File: src/rtl/matmul_pkg.sv
// ----------------------------------------------------------------------------
// matmul_pkg
// Shared types and helpers for the systolic matrix-multiply processing element.
//   pe_state_t : PE control states (IDLE / COMPUTE / DRAIN)
//   pe_mode_t  : dataflow mode latched at start (OS = output-stationary,
//                WS = weight-stationary)
//   acc_max / acc_min : signed saturation limits for a given accumulator width,
//                returned as 64-bit signed values so callers can size-cast them.
// ----------------------------------------------------------------------------
package matmul_pkg;

    typedef enum logic [1:0] {
        IDLE    = 2'd0,
        COMPUTE = 2'd1,
        DRAIN   = 2'd2
    } pe_state_t;

    typedef enum logic {
        OS = 1'b0,
        WS = 1'b1
    } pe_mode_t;

    function automatic logic signed [63:0] acc_max(input int width);
        return (64'sd1 <<< (width - 1)) - 64'sd1;
    endfunction

    function automatic logic signed [63:0] acc_min(input int width);
        return -(64'sd1 <<< (width - 1));
    endfunction

endpackage : matmul_pkg

File: src/rtl/pe_mac_sat.sv
// ----------------------------------------------------------------------------
// pe_mac_sat
// Combinational saturating multiply-add: o_sum = sat(i_addend + i_a * i_b).
// The product is kept at full 2*DATA_WIDTH precision and the sum is formed one
// bit wider than the widest operand, so the clamp decision is exact.
// Ports:
//   i_a, i_b   : signed DATA_WIDTH operands
//   i_addend   : signed ACC_WIDTH addend (accumulator or incoming partial sum)
//   o_sum      : clamped signed ACC_WIDTH result
//   o_ovf      : high when the result was clamped to max or min
// ----------------------------------------------------------------------------
module pe_mac_sat
    import matmul_pkg::*;
#(
    parameter int DATA_WIDTH = 16,
    parameter int ACC_WIDTH  = 32
) (
    input  logic signed [DATA_WIDTH-1:0] i_a,
    input  logic signed [DATA_WIDTH-1:0] i_b,
    input  logic signed [ACC_WIDTH-1:0]  i_addend,
    output logic signed [ACC_WIDTH-1:0]  o_sum,
    output logic                         o_ovf
);

    localparam int PROD_W = 2 * DATA_WIDTH;
    // With the default widths this is ACC_WIDTH+1; it only grows if the
    // product is wider than the accumulator.
    localparam int SUM_W  = ((PROD_W > ACC_WIDTH) ? PROD_W : ACC_WIDTH) + 1;

    localparam logic signed [SUM_W-1:0] C_MAX = SUM_W'(acc_max(ACC_WIDTH));
    localparam logic signed [SUM_W-1:0] C_MIN = SUM_W'(acc_min(ACC_WIDTH));

    logic signed [PROD_W-1:0] w_prod;
    logic signed [SUM_W-1:0]  w_sum;

    assign w_prod = i_a * i_b;
    assign w_sum  = $signed(SUM_W'(w_prod)) + $signed(SUM_W'(i_addend));

    always_comb begin
        o_sum = w_sum[ACC_WIDTH-1:0];
        o_ovf = 1'b0;
        if (w_sum > C_MAX) begin
            o_sum = C_MAX[ACC_WIDTH-1:0];
            o_ovf = 1'b1;
        end else if (w_sum < C_MIN) begin
            o_sum = C_MIN[ACC_WIDTH-1:0];
            o_ovf = 1'b1;
        end
    end

endmodule : pe_mac_sat

File: src/rtl/systolic_pe_v2.sv
// ----------------------------------------------------------------------------
// systolic_pe_v2
// Processing element for a systolic matrix-multiply array supporting
// output-stationary (OS) and weight-stationary (WS) dataflow.
//
//   state   | meaning
//   --------+-------------------------------------------------------------
//   IDLE    | waiting for start; WS weight may be preloaded via w_load
//   COMPUTE | OS: accumulate a*b into acc; WS: psum_out = psum_in + w*b
//   DRAIN   | OS only: forward upstream drain chain until it goes invalid
//
// Ports:
//   clk, rst (sync, active-high), en (global stall, low = hold everything)
//   start/mode    : begin operation, mode sampled with start (0=OS, 1=WS)
//   w_load        : latch a_in into weight register (IDLE only)
//   drain         : end compute phase (COMPUTE only)
//   a_in/a_valid_in, b_in/b_valid_in   : north / west operands
//   a_out/a_valid_out, b_out/b_valid_out : registered pass-through
//   psum_in, psum_out/psum_valid_out   : WS partial-sum chain
//   drain_in/drain_valid_in, drain_out/drain_valid_out : OS drain chain
//   busy (state != IDLE), sat_flag (sticky until next start or rst)
// ----------------------------------------------------------------------------
module systolic_pe_v2
    import matmul_pkg::*;
#(
    parameter int DATA_WIDTH = 16,
    parameter int ACC_WIDTH  = 32
) (
    input  logic                         clk,
    input  logic                         rst,
    input  logic                         en,
    input  logic                         start,
    input  logic                         mode,
    input  logic                         w_load,
    input  logic                         drain,
    input  logic signed [DATA_WIDTH-1:0] a_in,
    input  logic                         a_valid_in,
    input  logic signed [DATA_WIDTH-1:0] b_in,
    input  logic                         b_valid_in,
    output logic signed [DATA_WIDTH-1:0] a_out,
    output logic                         a_valid_out,
    output logic signed [DATA_WIDTH-1:0] b_out,
    output logic                         b_valid_out,
    input  logic signed [ACC_WIDTH-1:0]  psum_in,
    output logic signed [ACC_WIDTH-1:0]  psum_out,
    output logic                         psum_valid_out,
    input  logic signed [ACC_WIDTH-1:0]  drain_in,
    input  logic                         drain_valid_in,
    output logic signed [ACC_WIDTH-1:0]  drain_out,
    output logic                         drain_valid_out,
    output logic                         busy,
    output logic                         sat_flag
);

    pe_state_t r_state;
    pe_state_t w_state_nxt;
    pe_mode_t  r_mode;

    logic signed [ACC_WIDTH-1:0]  r_acc;
    logic signed [DATA_WIDTH-1:0] r_w;
    logic signed [DATA_WIDTH-1:0] r_a_out;
    logic signed [DATA_WIDTH-1:0] r_b_out;
    logic                         r_a_valid_out;
    logic                         r_b_valid_out;
    logic signed [ACC_WIDTH-1:0]  r_psum_out;
    logic                         r_psum_valid_out;
    logic signed [ACC_WIDTH-1:0]  r_drain_out;
    logic                         r_drain_valid_out;
    logic                         r_sat;

    logic signed [DATA_WIDTH-1:0] w_mac_a;
    logic signed [ACC_WIDTH-1:0]  w_mac_addend;
    logic signed [ACC_WIDTH-1:0]  w_mac_sum;
    logic                         w_mac_ovf;
    logic                         w_os_fire;
    logic                         w_ws_fire;
    logic signed [ACC_WIDTH-1:0]  w_acc_nxt;

    // One MAC serves both dataflows; the latched mode picks the operands.
    assign w_mac_a      = (r_mode == WS) ? r_w : a_in;
    assign w_mac_addend = (r_mode == WS) ? psum_in : r_acc;

    pe_mac_sat #(
        .DATA_WIDTH (DATA_WIDTH),
        .ACC_WIDTH  (ACC_WIDTH)
    ) u_mac (
        .i_a      (w_mac_a),
        .i_b      (b_in),
        .i_addend (w_mac_addend),
        .o_sum    (w_mac_sum),
        .o_ovf    (w_mac_ovf)
    );

    assign w_os_fire = (r_state == COMPUTE) && (r_mode == OS) && a_valid_in && b_valid_in;
    assign w_ws_fire = (r_state == COMPUTE) && (r_mode == WS) && b_valid_in;

    // Drain captures the accumulator including a MAC landing on the same edge.
    assign w_acc_nxt = w_os_fire ? w_mac_sum : r_acc;

    always_comb begin
        w_state_nxt = r_state;
        case (r_state)
            IDLE: begin
                if (start) begin
                    w_state_nxt = COMPUTE;
                end
            end
            COMPUTE: begin
                if (drain) begin
                    w_state_nxt = (r_mode == OS) ? DRAIN : IDLE;
                end
            end
            DRAIN: begin
                if (!drain_valid_in) begin
                    w_state_nxt = IDLE;
                end
            end
            default: w_state_nxt = IDLE;
        endcase
    end

    always_ff @(posedge clk) begin
        if (rst) begin
            r_state           <= IDLE;
            r_mode            <= OS;
            r_acc             <= '0;
            r_w               <= '0;
            r_a_out           <= '0;
            r_b_out           <= '0;
            r_a_valid_out     <= 1'b0;
            r_b_valid_out     <= 1'b0;
            r_psum_out        <= '0;
            r_psum_valid_out  <= 1'b0;
            r_drain_out       <= '0;
            r_drain_valid_out <= 1'b0;
            r_sat             <= 1'b0;
        end else if (en) begin
            r_state       <= w_state_nxt;
            r_a_out       <= a_in;
            r_b_out       <= b_in;
            r_a_valid_out <= a_valid_in;
            r_b_valid_out <= b_valid_in;

            // Valid outputs are single-cycle strobes unless re-asserted below.
            r_psum_valid_out  <= 1'b0;
            r_drain_valid_out <= 1'b0;

            case (r_state)
                IDLE: begin
                    if (w_load) begin
                        r_w <= a_in;
                    end
                    if (start) begin
                        r_mode <= pe_mode_t'(mode);
                        r_acc  <= '0;
                        r_sat  <= 1'b0;
                    end
                end
                COMPUTE: begin
                    if (w_os_fire) begin
                        r_acc <= w_mac_sum;
                    end
                    if ((w_os_fire || w_ws_fire) && w_mac_ovf) begin
                        r_sat <= 1'b1;
                    end
                    if (w_ws_fire) begin
                        r_psum_out       <= w_mac_sum;
                        r_psum_valid_out <= 1'b1;
                    end
                    if (drain && (r_mode == OS)) begin
                        r_drain_out       <= w_acc_nxt;
                        r_drain_valid_out <= 1'b1;
                    end
                end
                DRAIN: begin
                    r_drain_out       <= drain_in;
                    r_drain_valid_out <= drain_valid_in;
                end
                default: ;
            endcase
        end
    end

    assign a_out           = r_a_out;
    assign a_valid_out     = r_a_valid_out;
    assign b_out           = r_b_out;
    assign b_valid_out     = r_b_valid_out;
    assign psum_out        = r_psum_out;
    assign psum_valid_out  = r_psum_valid_out;
    assign drain_out       = r_drain_out;
    assign drain_valid_out = r_drain_valid_out;
    assign busy            = (r_state != IDLE);
    assign sat_flag        = r_sat;

endmodule : systolic_pe_v2
File: config.mk
export PLATFORM = sky130hd
export DESIGN_NAME = systolic_pe_v2
export DESIGN_NICKNAME = d
export VERILOG_FILES = /design/src/rtl/matmul_pkg.sv /design/src/rtl/pe_mac_sat.sv /design/src/rtl/systolic_pe_v2.sv
export SDC_FILE = /design/constraint.sdc
export NUM_CORES = 1
export LEC_CHECK = 0
export CAP_MARGIN = 20
export CORE_ASPECT_RATIO = 1.1
export CORE_UTILIZATION = 59
export DETAILED_ROUTE_END_ITERATION = 12
export GPL_TIMING_DRIVEN = 1
export PLACE_DENSITY_LB_ADDON = 0.25
export SYNTH_ARGS = -nofsm -noshare
export SYNTH_HDL_FRONTEND = slang
export SYNTH_HIERARCHICAL = 1
export SYNTH_SLANG_ARGS = --single-unit
File: constraint.sdc
create_clock -name clk -period 11.9 [get_ports clk]
set_input_delay 2.975 -clock clk [delete_from_list [all_inputs] [get_ports clk]]
set_output_delay 2.975 -clock clk [all_outputs]
set_load 0.005 [all_outputs]
==> qor.txt, run 1 <==
Worst Tran Pin Value - 1110 ps
Clk Latency, worst-skew pair - 460 ps
vias per cell - 5.83
largest net degree at the start of global routing - 102
std cell rows - 67
Setup Viol. Count Final - 0
initial drt markers - 1209
Crit path buffers/inverters - 7
IO Count - 208
Placer Congestion - 0.920
CP delay by family, top - adder cells
crit path DAT - 10920 ps
Crit-path slowest cell - fa_1
GRT overflow - 0
reg2reg end - drain_out[30]$_SDFFE_PP0P_
Detail Route Antenna Nets - 0
Fillers - 2378
critical path class - primary input to register
gr usage total - 0.328
final hold slack - 455 ps
async set-reset flop share out of synthesis - 0
area grow syn2layout - 14.9%
PostCTS Resize Cnt - 0
worst hold path endpoint - psum_out[4]$_SDFFE_PP0P_
via count - 14600
run status - completed
Crit Path Max Fanout - 29
CP Launch Point - a_in[15]
H-tree Lvls - 4
first-pass GRT wire length - 80400 um
Max Clk Rate - 94.1 MHz
Worst Setup Start Kind - primary input
Die Area - 0.0317 mm2
R2R setup slack - 3740 ps
Netlist cell types - 70
register area - 0.00304 mm2
reg2reg start - r_mode$_SDFFE_PP0P_
Yosys reg bits - 152
worst min-delay path class - register to register
Max Transition Viols Final - 0
CTS tree - yes
Post-Syn Nets - 2466
Detailed Place HPWL - 38300 um
final wirelength - 50000 um
Final min period - 10630 ps
Final Skew - 18.6 ps
Starting Density - 0.600
Setup crit end kind - register
Num CTS Buffers - 17
r2r worst-path depth - 25
Syn. warnings - 6
Final Hold Vio Count - 0
Req. time, crit path - 12200 ps
CTS sink count - 152
number of remaining DRC errors - 0
Reg clk slew, reported paths - 70 ps
hold_sp - psum_out[4]$_SDFFE_PP0P_
PortBufs - 207
Mapped Area - 0.0183 mm2
Max transition margin - 0.258
post-DR wirelength/cell - 19.9 um
Mean Syn Cell Area - 9.36 um2
chip width - 170 um
cell mode on critical path - fa_1
layout cells sized above 1 - 0.0607
CTS Hold Bufs - 0
RSZ-0062 raised after global routing - no
setup_tns - 0 ps
period utilisation layout - 0.893
area of the multi-input gates - 0.0134 mm2
DRT Pass-1 Iters - 7
Die Ht - 187 um
final instance area - 0.0210 mm2
clk buf depth - 2
sequential area share after synthesis - 0.166
placed cell areas - 0.0204 mm2
core area - 0.0305 mm2
max cap viols - 0
root buf cell - clkbuf_16
CP peak stage delay - 720 ps
Post-CTS Repair Setup Buffers - 0
Worst Hold Path Cells - 2
Post-synth EDFFs - 0
vias in the first global route - 15500
fin nets - 2590
Synth Instances - 1956
Synth Flop Type - dfxtp_1
initial antenna violation count - 2
==> final cells by class <==
type | instances | area share
clock buffer | 17 | 0.0202
tap | 414 | 0.0246
clock inverter | 15 | 0.00798
timing repair buffer | 219 | 0.102
inverter | 353 | 0.0630
multi-input combinational | 1337 | 0.637
sequential | 152 | 0.145
antenna | 2 | 0.000238
==> per-stage QoR <==
| stage | worst slack (ps) | util | std cells |
|---|---|---|---|
| after floorplan | 2140 | - | 1956 |
| after global placement | 1140 | 0.669 | 2475 |
| after detailed placement | 927 | 0.669 | 2475 |
| after CTS | 1360 | 0.689 | 2507 |
| after global routing | 916 | 0.689 | 2509 |
| final | 1270 | 0.689 | 2509 |
==> synth_stat cells (all sizes together) (5+ instances only) <==
cell	count	area share
a21o	13	0.0054
o21ai	48	0.013
nand4b	34	0.017
nand4	5	0.0017
nand2b	9	0.0031
and2	124	0.042
clkbuf	72	0.015
mux2	51	0.031
buf	42	0.016
nor2	60	0.012
xnor2	28	0.013
fa	299	0.33
nand2	228	0.047
dfxtp	152	0.17
nand3	10	0.0027
ha	105	0.072
nand3b	33	0.014
mux2i	68	0.037
o221ai	32	0.019
o2bb2ai	32	0.015
inv	353	0.072
a211oi	7	0.0029
a21oi	80	0.022
o21bai	5	0.0021
xor2	11	0.0053
==> state kept, by name, summed over array words and instances, names as in the netlist <==
register	flops
b_out	16
r_w	16
drain_out	32
psum_out	32
drain_valid_out	1
a_valid_out	1
r_mode	1
sat_flag	1
r_state	2
psum_valid_out	1
a_out	16
b_valid_out	1
r_acc	32
==> layout by cell type (no fill, tap or decap), drive strengths merged, types with 28 or more instances in the layout <==
| cell | instances |
|---|---|
| clkdlybuf4s50 | 205 |
| o221ai | 32 |
| nand2 | 228 |
| inv | 364 |
| o2bb2ai | 32 |
| mux2i | 68 |
| fa | 299 |
| nand4b | 34 |
| ha | 105 |
| o21ai | 48 |
| and2 | 124 |
| mux2 | 51 |
| nand3b | 33 |
| nor2 | 60 |
| xnor2 | 28 |
| a21oi | 80 |
| dfxtp | 152 |
==> worst register-to-register path, delay by kind of cell (launching register included) <==
family                   cells  cell delay [ps]
adder cells (fa/ha/maj)      7             3080
AO/OA/AOI/OAI                7             1610
multiplexers                 3             1340
buffers and inverters        6             1170
AND/OR/NAND/NOR              2              430
flip-flops                   1              360
==> layer usage <==
layer | up-vias | routed length (um) | global-route usage
li1 | 6469 | - | -
met1 | 7315 | 17800 | 0.384
met2 | 650 | 26100 | 0.577
met3 | 183 | 2960 | 0.0399
met4 | 0 | 3050 | 0.186
met5 | - | 0 | 0
==> how the worst max path moves through the flow <==
stage / endpoint / slack (ps) / depth (start not counted)
after floorplan: drain_out[19]$_SDFFE_PP0P_ / 2140 / 27
after global placement: drain_out[5]$_SDFFE_PP0P_ / 1140 / 26
after detailed placement: drain_out[8]$_SDFFE_PP0P_ / 930 / 26
after CTS: drain_out[10]$_SDFFE_PP0P_ / 1360 / 26
after global routing: drain_out[8]$_SDFFE_PP0P_ / 920 / 26
final: drain_out[30]$_SDFFE_PP0P_ / 1270 / 26
==> logic make-up (layout without fill, tap and decap cells) <==
logic type	Yosys count	count (layout)	synth area share
simple gates	529	529	0.151
buf+inv	467	604	0.104
fa+ha+maj	406	406	0.400
compound gates	244	244	0.0920
flops	152	152	0.166
mux	119	119	0.0686
xor+xnor	39	39	0.0187
other cells	0	2	0
Power of run 1 is not shown: default switching activity piles up to over one toggle a cycle in this logic, so the estimate is an artifact.
==> run 2, diff against run 1 <==
Clock period 11.9 ns to 13.3 ns, I/O delays scaled along.
==> run 2 against run 1 <==
Critical path depth is the same. Hold slack is essentially flat. Core utilization is essentially flat. Cell area is essentially flat. Largest cell class unchanged. Flip-flop and latch count is the same. Sequential share of layout area is essentially flat. Worst setup slack gained 1000 ps. Wire length grew 0.64%. First-iteration DRC count shrank 9.3%. Global-route usage shrank 0.10 points. Die area is the same. Via count shrank 0.12%.
==> qor.txt, run 2 (same netlist as run 1, synthesis figures left out) <==
register area - 0.00304 mm2
max cap viols - 0
H-tree Lvls - 4
most common cell after layout, fill and taps aside - inv_1
Setup Viol. Count Final - 0
core area - 0.0305 mm2
CP delay by family, top - adder cells
Setup crit end kind - register
Layout Cells excl Fill - 2507
Starting Density - 0.600
final wirelength - 50300 um
GRT overflow - 0
DRT Pass-1 Iters - 6
Crit-path slowest cell - fa_1
largest net degree at the start of global routing - 121
critical path class - primary input to register
initial antenna violation count - 1
CTS Hold Bufs - 0
IO Count - 208
most frequent cells in the layout - 352 x inv_1, 299 x fa_1, 228 x nand2_1
vias per cell - 5.82
Die Ht - 187 um
number of remaining DRC errors - 0
Final min period - 11020 ps
RSZ-0062 raised after global routing - no
gr usage total - 0.327
layout cells sized above 1 - 0.0603
Num CTS Buffers - 17
worst min-delay path class - register to register
Die Area - 0.0317 mm2
initial drt markers - 1097
Final Util - 0.689
Crit Path Max Fanout - 29
Worst Tran Pin Value - 1140 ps
Fillers - 2450
r2r worst-path depth - 25
Worst Hold Path Cells - 2
clk buf depth - 2
area grow syn2layout - 14.9%
Final Skew - 20.5 ps
critical path depth - 26
period utilisation layout - 0.829
std cell rows - 67
Placer Congestion - 0.903
Final Hold Vio Count - 0
PortBufs - 207
first-pass GRT wire length - 80100 um
area of the multi-input gates - 0.0134 mm2
Max Clk Rate - 90.7 MHz
Max transition margin - 0.240
vias in the first global route - 15400
Clk Latency, worst-skew pair - 450 ps
Crit path buffers/inverters - 7
run status - completed
cell mode on critical path - fa_1
root buf cell - clkbuf_16
Post-CTS Repair Setup Buffers - 0
crit path DAT - 11300 ps
CTS sink count - 152
Worst Setup Start Kind - primary input
chip width - 170 um
setup_tns - 0 ps
Max Transition Viols Final - 0
fin nets - 2588
dpl cells - 2473
CTS tree - yes
post-DR wirelength/cell - 20.1 um
Detail Route Antenna Nets - 0
via count - 14600
PostCTS Resize Cnt - 0
Detailed Place HPWL - 38300 um
CP peak stage delay - 740 ps
Req. time, crit path - 13580 ps
Reg clk slew, reported paths - 70 ps
==> run 2: cell types whose count changed in the layout (fill, tap and decap cells not counted), sizes merged <==
cell	previous run	this run
buf	14	12
bufinv	0	2
clkbuf	17	18
clkinv	4	3
clkinvlp	0	2
inv	364	360
==> run 2: worst paths after layout <==
kind | startpoint | to | slack (ps)
setup / recovery | a_in[15] | drain_out[29]$_SDFFE_PP0P_ | 2280
hold / removal | psum_out[7]$_SDFFE_PP0P_ | psum_out[7]$_SDFFE_PP0P_ | 450
setup reg to reg | r_mode$_SDFFE_PP0P_ | drain_out[29]$_SDFFE_PP0P_ | 5100
hold reg to reg | psum_out[7]$_SDFFE_PP0P_ | psum_out[7]$_SDFFE_PP0P_ | 450
==> run 2: final cells by class <==
| type | count | share of cell area |
|---|---|---|
| repair buffers | 217 | 0.102 |
| inverters | 353 | 0.0630 |
| multi-input cells | 1337 | 0.636 |
| clock buffers | 18 | 0.0209 |
| well taps | 414 | 0.0246 |
| diodes | 2 | 0.000238 |
| flip-flops and latches | 152 | 0.145 |
| clock inverters | 14 | 0.00857 |
==> run 2: per-stage QoR <==
step	cell area (um2)	setup slack, ps	hold slack, ps
3_3_place_gp	20400	2140	438
2_1_floorplan	18300	3190	433
5_1_grt	21000	1970	471
4_1_cts	21000	2350	456
3_5_place_dp	20400	1910	446
6_report	21000	2280	454
==> run 2: layer usage <==
layer / track usage / part of all wire
met1: 0.385 / 0.37
met2: 0.573 / 0.52
met3: 0.0407 / 0.055
met4: 0.186 / 0.059
met5: 0 / 0
==> run 2: worst register-to-register path: cells and delay by family, from the launching register on <==
family / cells / cell delay [ps]
fa+ha+maj: 7 / 3400
mux: 3 / 1320
compound gates: 6 / 1220
buf+inv: 6 / 1190
simple gates: 3 / 560
flops: 1 / 350
Power of run 2 is left out for the same reason.
==> run 3, diff against run 2 <==
Clock period 13.3 ns to 11.4 ns, I/O delays scaled along.
==> run 3 against run 2 <==
Sequential share of layout area is essentially flat. Clock-buffer cell count shrank 1. Non-clock buffer count grew 4. Clock skew shrank 8.0 ps. First-iteration DRC count shrank 3.3%. Critical path depth is the same. Final cell count grew 0.20%. Wire length shrank 0.81%.
==> qor.txt, run 3 (same netlist as run 1, synthesis figures left out) <==
Final Hold Vio Count - 0
Detail Route Antenna Nets - 0
GRT overflow - 0
Final Skew - 12.5 ps
core area - 0.0305 mm2
Max transition margin - 0.293
post-DR wirelength/cell - 19.9 um
Critical Path Sink - drain_out[12]$_SDFFE_PP0P_
clk buf depth - 2
crit path DAT - 10750 ps
Starting Density - 0.600
run status - completed
PortBufs - 207
Req. time, crit path - 11680 ps
PostCTS Resize Cnt - 0
CP Launch Point - a_in[15]
Worst Tran Pin Value - 1060 ps
final wirelength - 49900 um
vias in the first global route - 15700
area of the multi-input gates - 0.0134 mm2
Die Ht - 187 um
Max Transition Viols Final - 0
Max Clk Rate - 95.5 MHz
Crit Path Max Fanout - 29
Placer Congestion - 0.912
Num CTS Buffers - 17
register area - 0.00304 mm2
gr usage total - 0.325
layout cells sized above 1 - 0.0621
CTS sink count - 152
reg2reg start - r_mode$_SDFFE_PP0P_
first-pass GRT wire length - 79900 um
most frequent cells in the layout - 352 x inv_1, 299 x fa_1, 228 x nand2_1
CTS tree - yes
Setup Viol. Count Final - 0
CTS Hold Bufs - 0
root buf cell - clkbuf_16
Final min period - 10470 ps
IO Count - 208
DRT Pass-1 Iters - 5
period utilisation layout - 0.918
H-tree Lvls - 4
Clk Latency, worst-skew pair - 450 ps
number of remaining DRC errors - 0
Post-CTS Repair Setup Buffers - 0
Fillers - 2407
Setup crit end kind - register
vias per cell - 5.81
most common cell after layout, fill and taps aside - inv_1
fin nets - 2592
final instance area - 0.0210 mm2
dpl ws - 540 ps
largest net degree at the start of global routing - 84
area grow syn2layout - 15.0%
initial antenna violation count - 2
reg2reg end - drain_out[12]$_SDFFE_PP0P_
placed cell areas - 0.0204 mm2
worst setup margin - 930 ps
Worst Setup Start Kind - primary input
RSZ-0062 raised after global routing - no
r2r worst-path depth - 26
via count - 14600
worst min-delay path class - register to register
std cell rows - 67
chip width - 170 um
Die Area - 0.0317 mm2
Detailed Place HPWL - 38600 um
R2R setup slack - 2550 ps
setup_tns - 0 ps
initial drt markers - 1061
max cap viols - 0
Reg clk slew, reported paths - 70 ps
critical path class - primary input to register
final hold slack - 457 ps
[run 3: cell count changes in the layout (fill, tap and decap cells not counted), sizes merged]
cell / previous run / this run
buf: 12 / 16
bufinv: 2 / 0
clkinv: 3 / 7
inv: 360 / 361
diode: 2 / 3
clkinvlp: 2 / 0
clkbuf: 18 / 17
[run 3: cell type report]
cell class                 instances  area share
antenna                            3    0.000357
clock buffer                      17      0.0202
clock inverter                    15     0.00844
inverter                         353      0.0629
multi-input combinational       1337       0.636
sequential                       152       0.145
tap                              414      0.0246
timing repair buffer             221       0.103
[run 3: per-stage QoR]
step | utilization | cells
final | 0.690 | 2512
after global routing | 0.690 | 2511
after CTS | 0.690 | 2509
after detailed placement | 0.670 | 2477
after global placement | 0.670 | 2477
after floorplan | - | 1956
[run 3: critical path, stage by stage]
cell             delay (ps)
clkdlybuf4s50_1         510
mux2_2                  450
nand2_1                 190
inv_1                    80
fa_1                    740
inv_1                   130
fa_1                    540
inv_1                   300
fa_1                    500
fa_1                    510
fa_1                    490
inv_1                    50
fa_1                    470
inv_1                    40
ha_1                    350
a21o_1                  210
a21o_1                  170
a21oi_1                 170
o21ai_0                 130
a211oi_1                270
mux2_2                  460
nor4_4                  150
buf_4                   370
o21ai_0                 220
mux2i_1                 230
o221ai_1                150
[run 3: how the worst min path moves through the flow]
stage	from	endpoint	slack, ps	cells after the start
6_report	psum_out[4]$_SDFFE_PP0P_	psum_out[4]$_SDFFE_PP0P_	460	2
5_1_grt	r_w[11]$_SDFFE_PP0P_	r_w[11]$_SDFFE_PP0P_	480	2
4_1_cts	psum_out[13]$_SDFFE_PP0P_	psum_out[13]$_SDFFE_PP0P_	460	2
3_5_place_dp	r_w[4]$_SDFFE_PP0P_	r_w[4]$_SDFFE_PP0P_	450	2
3_3_place_gp	r_w[13]$_SDFFE_PP0P_	r_w[13]$_SDFFE_PP0P_	440	2
2_1_floorplan	r_w[0]$_SDFFE_PP0P_	r_w[0]$_SDFFE_PP0P_	430	2
[run 3: layer usage]
metal / global-route usage / routed length [um]
met1: 0.378 / 18300
met2: 0.570 / 26200
met3: 0.0399 / 2470
met4: 0.194 / 2910
met5: 0 / 0
Power of run 3 is left out for the same reason.
